==> src/rtl/alu_exec_unit.sv <==
`default_nettype none
// ============================================================================
// Module : alu_exec_unit
// Brief  : ALUCtl executor with 1-cycle ALU ops, serial shifter and valid/ready handshakes.
// Rev    : 1.0
// ============================================================================
module alu_exec_unit #(
  parameter int XLEN    = 32,
  parameter int SHAMT_W = 5
) (
  input  logic            clk,
  input  logic            rst_n,
  input  logic            in_valid,
  output logic            in_ready,
  input  logic [3:0]      alu_ctl,
  input  logic [XLEN-1:0] op_a,
  input  logic [XLEN-1:0] op_b,
  output logic            out_valid,
  input  logic            out_ready,
  output logic [XLEN-1:0] result,
  output logic            zero,
  output logic            illegal
);

  localparam logic [3:0] c_ALU_AND  = 4'b0000;
  localparam logic [3:0] c_ALU_OR   = 4'b0001;
  localparam logic [3:0] c_ALU_ADD  = 4'b0010;
  localparam logic [3:0] c_ALU_XOR  = 4'b0011;
  localparam logic [3:0] c_ALU_SLL  = 4'b0100;
  localparam logic [3:0] c_ALU_SRL  = 4'b0101;
  localparam logic [3:0] c_ALU_SUB  = 4'b0110;
  localparam logic [3:0] c_ALU_SRA  = 4'b0111;
  localparam logic [3:0] c_ALU_SLT  = 4'b1000;
  localparam logic [3:0] c_ALU_SLTU = 4'b1001;

  typedef enum logic [1:0] {
    S_IDLE  = 2'd0,
    S_SHIFT = 2'd1,
    S_DONE  = 2'd2
  } state_t;

  state_t               r_state;
  logic                 r_in_ready;
  logic                 r_out_valid;
  logic [XLEN-1:0]      r_result;
  logic                 r_zero;
  logic                 r_illegal;
  logic [XLEN-1:0]      r_work;
  logic [SHAMT_W-1:0]   r_cnt;
  logic [1:0]           r_sh_kind;

  logic                 w_is_shift;
  logic                 w_defined;
  logic [SHAMT_W-1:0]   w_shamt;
  logic [XLEN-1:0]      w_alu_res;
  logic [XLEN-1:0]      w_done_res;
  logic [XLEN-1:0]      w_sh_next;

  assign w_is_shift = (alu_ctl == c_ALU_SLL) || (alu_ctl == c_ALU_SRL) ||
                      (alu_ctl == c_ALU_SRA);
  assign w_defined  = (alu_ctl <= c_ALU_SLTU);
  assign w_shamt    = op_b[SHAMT_W-1:0];

  always_comb begin
    w_alu_res = '0;
    case (alu_ctl)
      c_ALU_AND:  w_alu_res = op_a & op_b;
      c_ALU_OR:   w_alu_res = op_a | op_b;
      c_ALU_ADD:  w_alu_res = op_a + op_b;
      c_ALU_XOR:  w_alu_res = op_a ^ op_b;
      c_ALU_SUB:  w_alu_res = op_a - op_b;
      c_ALU_SLT:  w_alu_res = {{(XLEN-1){1'b0}}, ($signed(op_a) < $signed(op_b))};
      c_ALU_SLTU: w_alu_res = {{(XLEN-1){1'b0}}, (op_a < op_b)};
      default:    w_alu_res = '0;
    endcase
  end

  // A shift with zero amount completes immediately and passes op_a through.
  assign w_done_res = w_is_shift ? op_a : w_alu_res;

  // r_sh_kind holds alu_ctl[1:0]: 00 SLL, 01 SRL, 11 SRA.
  always_comb begin
    w_sh_next = r_work;
    case (r_sh_kind)
      2'b00:   w_sh_next = {r_work[XLEN-2:0], 1'b0};
      2'b01:   w_sh_next = {1'b0, r_work[XLEN-1:1]};
      default: w_sh_next = {r_work[XLEN-1], r_work[XLEN-1:1]};
    endcase
  end

  always_ff @(posedge clk or negedge rst_n) begin
    if (!rst_n) begin
      r_state     <= S_IDLE;
      r_in_ready  <= 1'b1;
      r_out_valid <= 1'b0;
      r_result    <= '0;
      r_zero      <= 1'b0;
      r_illegal   <= 1'b0;
      r_work      <= '0;
      r_cnt       <= '0;
      r_sh_kind   <= 2'b00;
    end else begin
      case (r_state)
        S_IDLE: begin
          if (in_valid && r_in_ready) begin
            r_in_ready <= 1'b0;
            if (w_is_shift && (w_shamt != '0)) begin
              r_work    <= op_a;
              r_cnt     <= w_shamt;
              r_sh_kind <= alu_ctl[1:0];
              r_state   <= S_SHIFT;
            end else begin
              r_result    <= w_done_res;
              r_zero      <= (w_done_res == '0);
              r_illegal   <= ~w_defined;
              r_out_valid <= 1'b1;
              r_state     <= S_DONE;
            end
          end
        end
        S_SHIFT: begin
          r_work <= w_sh_next;
          r_cnt  <= r_cnt - SHAMT_W'(1);
          if (r_cnt == SHAMT_W'(1)) begin
            r_result    <= w_sh_next;
            r_zero      <= (w_sh_next == '0);
            r_illegal   <= 1'b0;
            r_out_valid <= 1'b1;
            r_state     <= S_DONE;
          end
        end
        S_DONE: begin
          if (out_ready) begin
            r_out_valid <= 1'b0;
            r_in_ready  <= 1'b1;
            r_state     <= S_IDLE;
          end
        end
        default: begin
          r_out_valid <= 1'b0;
          r_in_ready  <= 1'b1;
          r_state     <= S_IDLE;
        end
      endcase
    end
  end

  assign in_ready  = r_in_ready;
  assign out_valid = r_out_valid;
  assign result    = r_result;
  assign zero      = r_zero;
  assign illegal   = r_illegal;

endmodule
`default_nettype wire

==> config.mk <==
export PLATFORM = sky130hd
export DESIGN_NAME = alu_exec_unit
export DESIGN_NICKNAME = d
export VERILOG_FILES = /design/src/rtl/alu_exec_unit.sv
export SDC_FILE = /design/constraint.sdc
export NUM_CORES = 1
export LEC_CHECK = 0
export CAP_MARGIN = 20
export CORE_ASPECT_RATIO = 1.1
export CORE_UTILIZATION = 54
export CTS_BUF_LIST = sky130_fd_sc_hd__clkbuf_4 sky130_fd_sc_hd__clkbuf_8
export CTS_CLUSTER_SIZE = 10
export DETAILED_ROUTE_END_ITERATION = 7
export GPL_TIMING_DRIVEN = 1
export PLACE_DENSITY = 0.8
export SETUP_SLACK_MARGIN = 0.1
export SYNTH_ARGS = -nofsm -noshare
export SYNTH_HDL_FRONTEND = slang
export SYNTH_SLANG_ARGS = --single-unit
==> constraint.sdc <==
create_clock -name clk -period 2.8 [get_ports clk]
set_input_delay 0.56 -clock clk [delete_from_list [all_inputs] [get_ports clk]]
set_output_delay 0.56 -clock clk [all_outputs]
set_load 0.1 [all_outputs]
==> results of run 1 <==
==> metrics by stage <==
stage          hold WS [ps]  instances  setup slack, ps
2_1_floorplan         264.4       1371            -1168
3_3_place_gp          461.2       2044            -2035
3_5_place_dp          475.2       2044            -2118
4_1_cts               364.7       2142            -1301
==> cell usage after synthesis (8+ instances only) <==
cell,n
nand2_1,177
o21ai_0,151
nor2_1,128
inv_1,103
ha_1,101
a21oi_1,89
dfrtp_1,76
clkbuf_1,51
nand3_1,29
nor3_1,29
buf_2,23
o31ai_1,23
mux2i_1,22
nand4_1,21
a211oi_1,20
a21o_1,19
nor2b_1,19
nor4_1,16
o22ai_1,16
o211ai_1,15
and3_1,14
a31oi_1,13
a22oi_1,12
a221oi_1,10
buf_1,10
or3_1,10
a211o_1,9
a22o_1,8
nand2b_1,8
==> routing by layer <==
layer  overflow  track usage
met2          3       0.8723
met5          0       0.1625
met1          0       0.7116
met3          0       0.5066
met4          2       0.6548
==> cell families after synthesis <==
logic type | Yosys count | share of synthesized area
AOI/OAI and AO/OA | 478 | 0.3229
and+or+nand+nor | 489 | 0.2360
buffers and inverters | 193 | 0.07900
muxes | 25 | 0.02599
xor gates and xnor gates | 6 | 0.005378
DFF | 77 | 0.1973
adders and majority gates | 103 | 0.1334
==> what timing repair did <==
| action | 4_1_cts |
|---|---|
| resized for setup | 471 |
| endpoints found under the setup margin | 31 |
| pin swaps | 147 |
| buffers inserted | 90 |
==> flow_summary.ini, run 1 <==
[status]
stop_stage = 5_1_grt
error = [ERROR GRT-0116] Global routing finished with congestion. Check the congestion regions in the DRC Viewer.
status = stopped before the end

[global_route]
grt_pass1_vias = 16540
gr-usage-all-layers = 0.6908
grt_pass1_wl_mm = 96.91
overflow = 5
grt_max_degree = 85

[placement]
place_area_mm2 = 0.01422
io_buffers = 107
hpwl_mm = 34.54
gp_congestion = 1.046

[logic_synthesis]
synth_area_leaders = dfrtp_1, ha_1, o21ai_0
syn-num-nets = 1546
postSynthAreaPerCell_um2 = 7.128
ys_seq_area_frac = 0.1973
synth-seq-cells = 77
yosysWarningCount = 0
ys_async_sr_fraction = 1.000
yosysTopAreaCellShare = 0.1946
synth_ff_type = dfrtp_1
synthCells = 1371
synth_cell_type_count = 91
yosysTopAreaCell = dfrtp_1
synth_edf_count = 0
syn-cell-area_mm2 = 0.009772

[clocking]
cts-buffers-inserted = 9
cts_hold_buf = 0
htree_levels = 3
cts_root_buf = clkbuf_8
cts_buffer_depth = 2
clock-sinks = 77

[floorplan]
rows = 51
die_h_um = 143.1
die_w_um = 130.3
io_pins = 108
start_util = 0.5509
==> inputs of run 2 (changes only) <==
Settings changed: CORE_ASPECT_RATIO 1.1 to not set, CORE_UTILIZATION 54 to 40, CTS_BUF_LIST sky130_fd_sc_hd__clkbuf_4 sky130_fd_sc_hd__clkbuf_8 to not set, CTS_CLUSTER_SIZE 10 to not set, PLACE_DENSITY 0.8 to not set, PLACE_DENSITY_LB_ADDON set to 0.15, SETUP_SLACK_MARGIN 0.1 to not set.
Clock period 2.8 ns to 3.65 ns, I/O delays scaled along.
==> run 2 against run 1 <==
The flow now finishes, with violations (negative setup slack). Area after synthesis unchanged. Synthesized cell count unchanged.
==> flow_summary.ini, run 2 <==
[sta]
setup_viol = 2
worst_pin_slew_ps = 976.6
period_needed_ps = 4365
timing.final.crit_share = 1.196
hold_viol = 0
maxSlewViolCount = 0
whs_ps = 474.4
rsz0062_at_grt = true
clock_skew_ps = 10.55
max-slew-margin-rel = 0.3469
clock.fmax_mhz = 229.1
setup_slack_ps = -714.7

[drt]
routedWlPerCell_um = 20.18
drc = 0
dr.pass1.iters = 5
drt-initial-drc-count = 1313
route.final.wire_length_mm = 44.17
routed_via_density = 5.793
vias = 12680
drtAntennaViolNets = 0

[clocking]
path_clk_slew_ps = 60
clkLatencyLatePin_ps = 340
clock-sinks = 77
cts_tree = built
htree_levels = 3
cts-buffers-inserted = 9
cts_buffer_depth = 2
cts_root_buf = clkbuf_16

[global_route]
gr-usage-all-layers = 0.3494
overflow = 0
antenna_found_initial = 2
grt_pass1_vias = 11810
grt_max_degree = 85
grt_pass1_wl_mm = 66.05

[status]
violations = negative setup slack
status = complete, but fails checks

[logic_synthesis]
synth_area_leaders = dfrtp_1, ha_1, o21ai_0
yosysWarningCount = 0
synth_cell_type_count = 91
yosysMostFrequentCell = nand2_1
synth_common_cells = nand2_1, o21ai_0, nor2_1, inv_1, ha_1
yosysTopAreaCell = dfrtp_1
synth.mux.area_fraction = 0.02599
synth_edf_count = 0
postSynthAreaPerCell_um2 = 7.128
synth_top_family_by_area = compound AO/OA/AOI/OAI gates
syn-num-nets = 1546
synth_ff_type = dfrtp_1
synth-seq-cells = 77
synth_xor_area_frac = 0.005378
synthCells = 1371
synth-adder-area-share = 0.1334
syn-cell-area_mm2 = 0.009772
yosysTopAreaCellShare = 0.1946
ys_seq_area_frac = 0.1973
synth-simple-area-share = 0.2360
synth-compound-area-share = 0.3229
ys_async_sr_fraction = 1.000

[worst_setup_path]
cp_max_fo = 4
startpoint_type = input port
cpMaxStageDelayCell = or4_4
cp.arrival_ps = 4620
crit_required_ps = 3910
crit_path_end_kind = flop
worstPathCellList = dlygate4sd2_1 -> buf_6 -> ha_2 -> nor2b_1 -> buf_4 -> nor4_4 -> a21oi_4 -> o41ai_4 -> buf_6 -> nor3_2 -> o21ai_1 -> o211ai_1 -> or3_1 -> or3_1 -> or4_4 -> or4_1 -> o22ai_1
worstSetupPathType = input port to flop
cpPeakStageDelay_ps = 510

[placement]
hpwl_mm = 35.02
gp_congestion = 0.9786
pre_cts_ws_ps = -1561
io_buffers = 107
place_area_mm2 = 0.01407

[pwr]
max-vdd-ir-drop_v = 0.0002139
leakage_nw = 7.581
power.density_mw_per_mm2 = 229.3
finalPower_mw = 3.624

[final_layout]
final_cell_mix = buf_4, nand2_1, o21ai_0, nor2_1, dfrtp_1
nets = 2040
antenna-diode-count = 0
drive_gt1_frac = 0.3695
area_delta_synth_final_pct = 61.73
fin_area_mm2 = 0.01580
fillCellCount = 2138
final_common_cell = buf_4

[floorplan]
rows = 56
coreArea_mm2 = 0.02368
dieArea_mm2 = 0.02506
start_util = 0.4126
die_w_um = 158.3
die_h_um = 158.3
io_pins = 108

[flow_run]
cap_viol_max_count = 0

[hold_path]
hold_class = flop to flop
==> run 2: cell counts after synthesis <==
No cell type changed its count.
==> run 2: kinds of logic after synthesis <==
kind of cell    after synthesis
simple gates                489
mux                          25
flops                        77
xor+xnor                      6
fa+ha+maj                   103
compound gates              478
buf+inv                     193
==> run 2: worst paths after layout <==
kind	cells after the start	start	slack [ps]	end
worst max register to register	12	r_cnt[1]$_DFFE_PN0P_	450	zero$_DFFE_PN0P_
max in group asynchronous	1	rst_n	2480	r_work[20]$_DFFE_PN0P_
min in group asynchronous	1	rst_n	530	r_state[1]$_DFFE_PN0P_
worst max-delay path	17	op_a[4]	-710	zero$_DFFE_PN0P_
worst min-delay path	1	result[15]$_DFFE_PN0P_	470	result[15]$_DFFE_PN0P_
worst min register to register	1	result[15]$_DFFE_PN0P_	470	result[15]$_DFFE_PN0P_
==> run 2: layout make-up <==
class                   instances  area, µm²  share of cell area
flip-flops and latches         77       1928              0.1220
clock inverters                 4      23.77            0.001504
well taps                     319      399.1             0.02526
inverters                     105      399.1             0.02526
multi-input cells            1101       8129              0.5144
repair buffers                571       4678              0.2960
clock buffers                  12      246.5             0.01560
==> run 2: worst max-delay path: cells and delay by family <==
kind            cells  cell delay, ps
simple gates        7            2150
fa+ha+maj           1             200
compound gates      5             870
buf+inv             4             690
==> run 2: routing by layer <==
metal	GRT usage	share of wire	vias up	wire [µm]
met5	0	0.00029	-	13
met4	0.1250	0.033	2	1477
met3	0.04355	0.071	92	3134
met2	0.5593	0.45	576	20000
met1	0.4801	0.44	6047	19540
li1	-	-	5963	-
==> run 2: through the flow <==
stage          std cells  utilization  TNS [ps]
5_1_grt             2189       0.6673     -1119
2_1_floorplan       1371            -    -502.1
3_3_place_gp        2122       0.5939    -14840
6_report            2189       0.6673    -816.4
3_5_place_dp        2122       0.5939    -15890
4_1_cts             2176       0.6460     -1986
==> run 2: timing repair <==
| item | CTS | global route |
|---|---|---|
| hold buffers | 0 | 0 |
| pin swaps | 55 | 45 |
| endpoints found under the hold margin | 0 | 0 |
| setup endpoints to repair | 21 | 22 |
| resized for setup | 182 | 134 |
| buffers inserted | 38 | 19 |
==> run 2: power breakdown <==
group	internal (mW)	total, mW	switching (mW)
Sequential	0.854	0.854	0
Clock	0.477	0.818	0.341
Combinational	0.954	1.95	0.998
No activity file was read; power rests on OpenSTA's default activity.
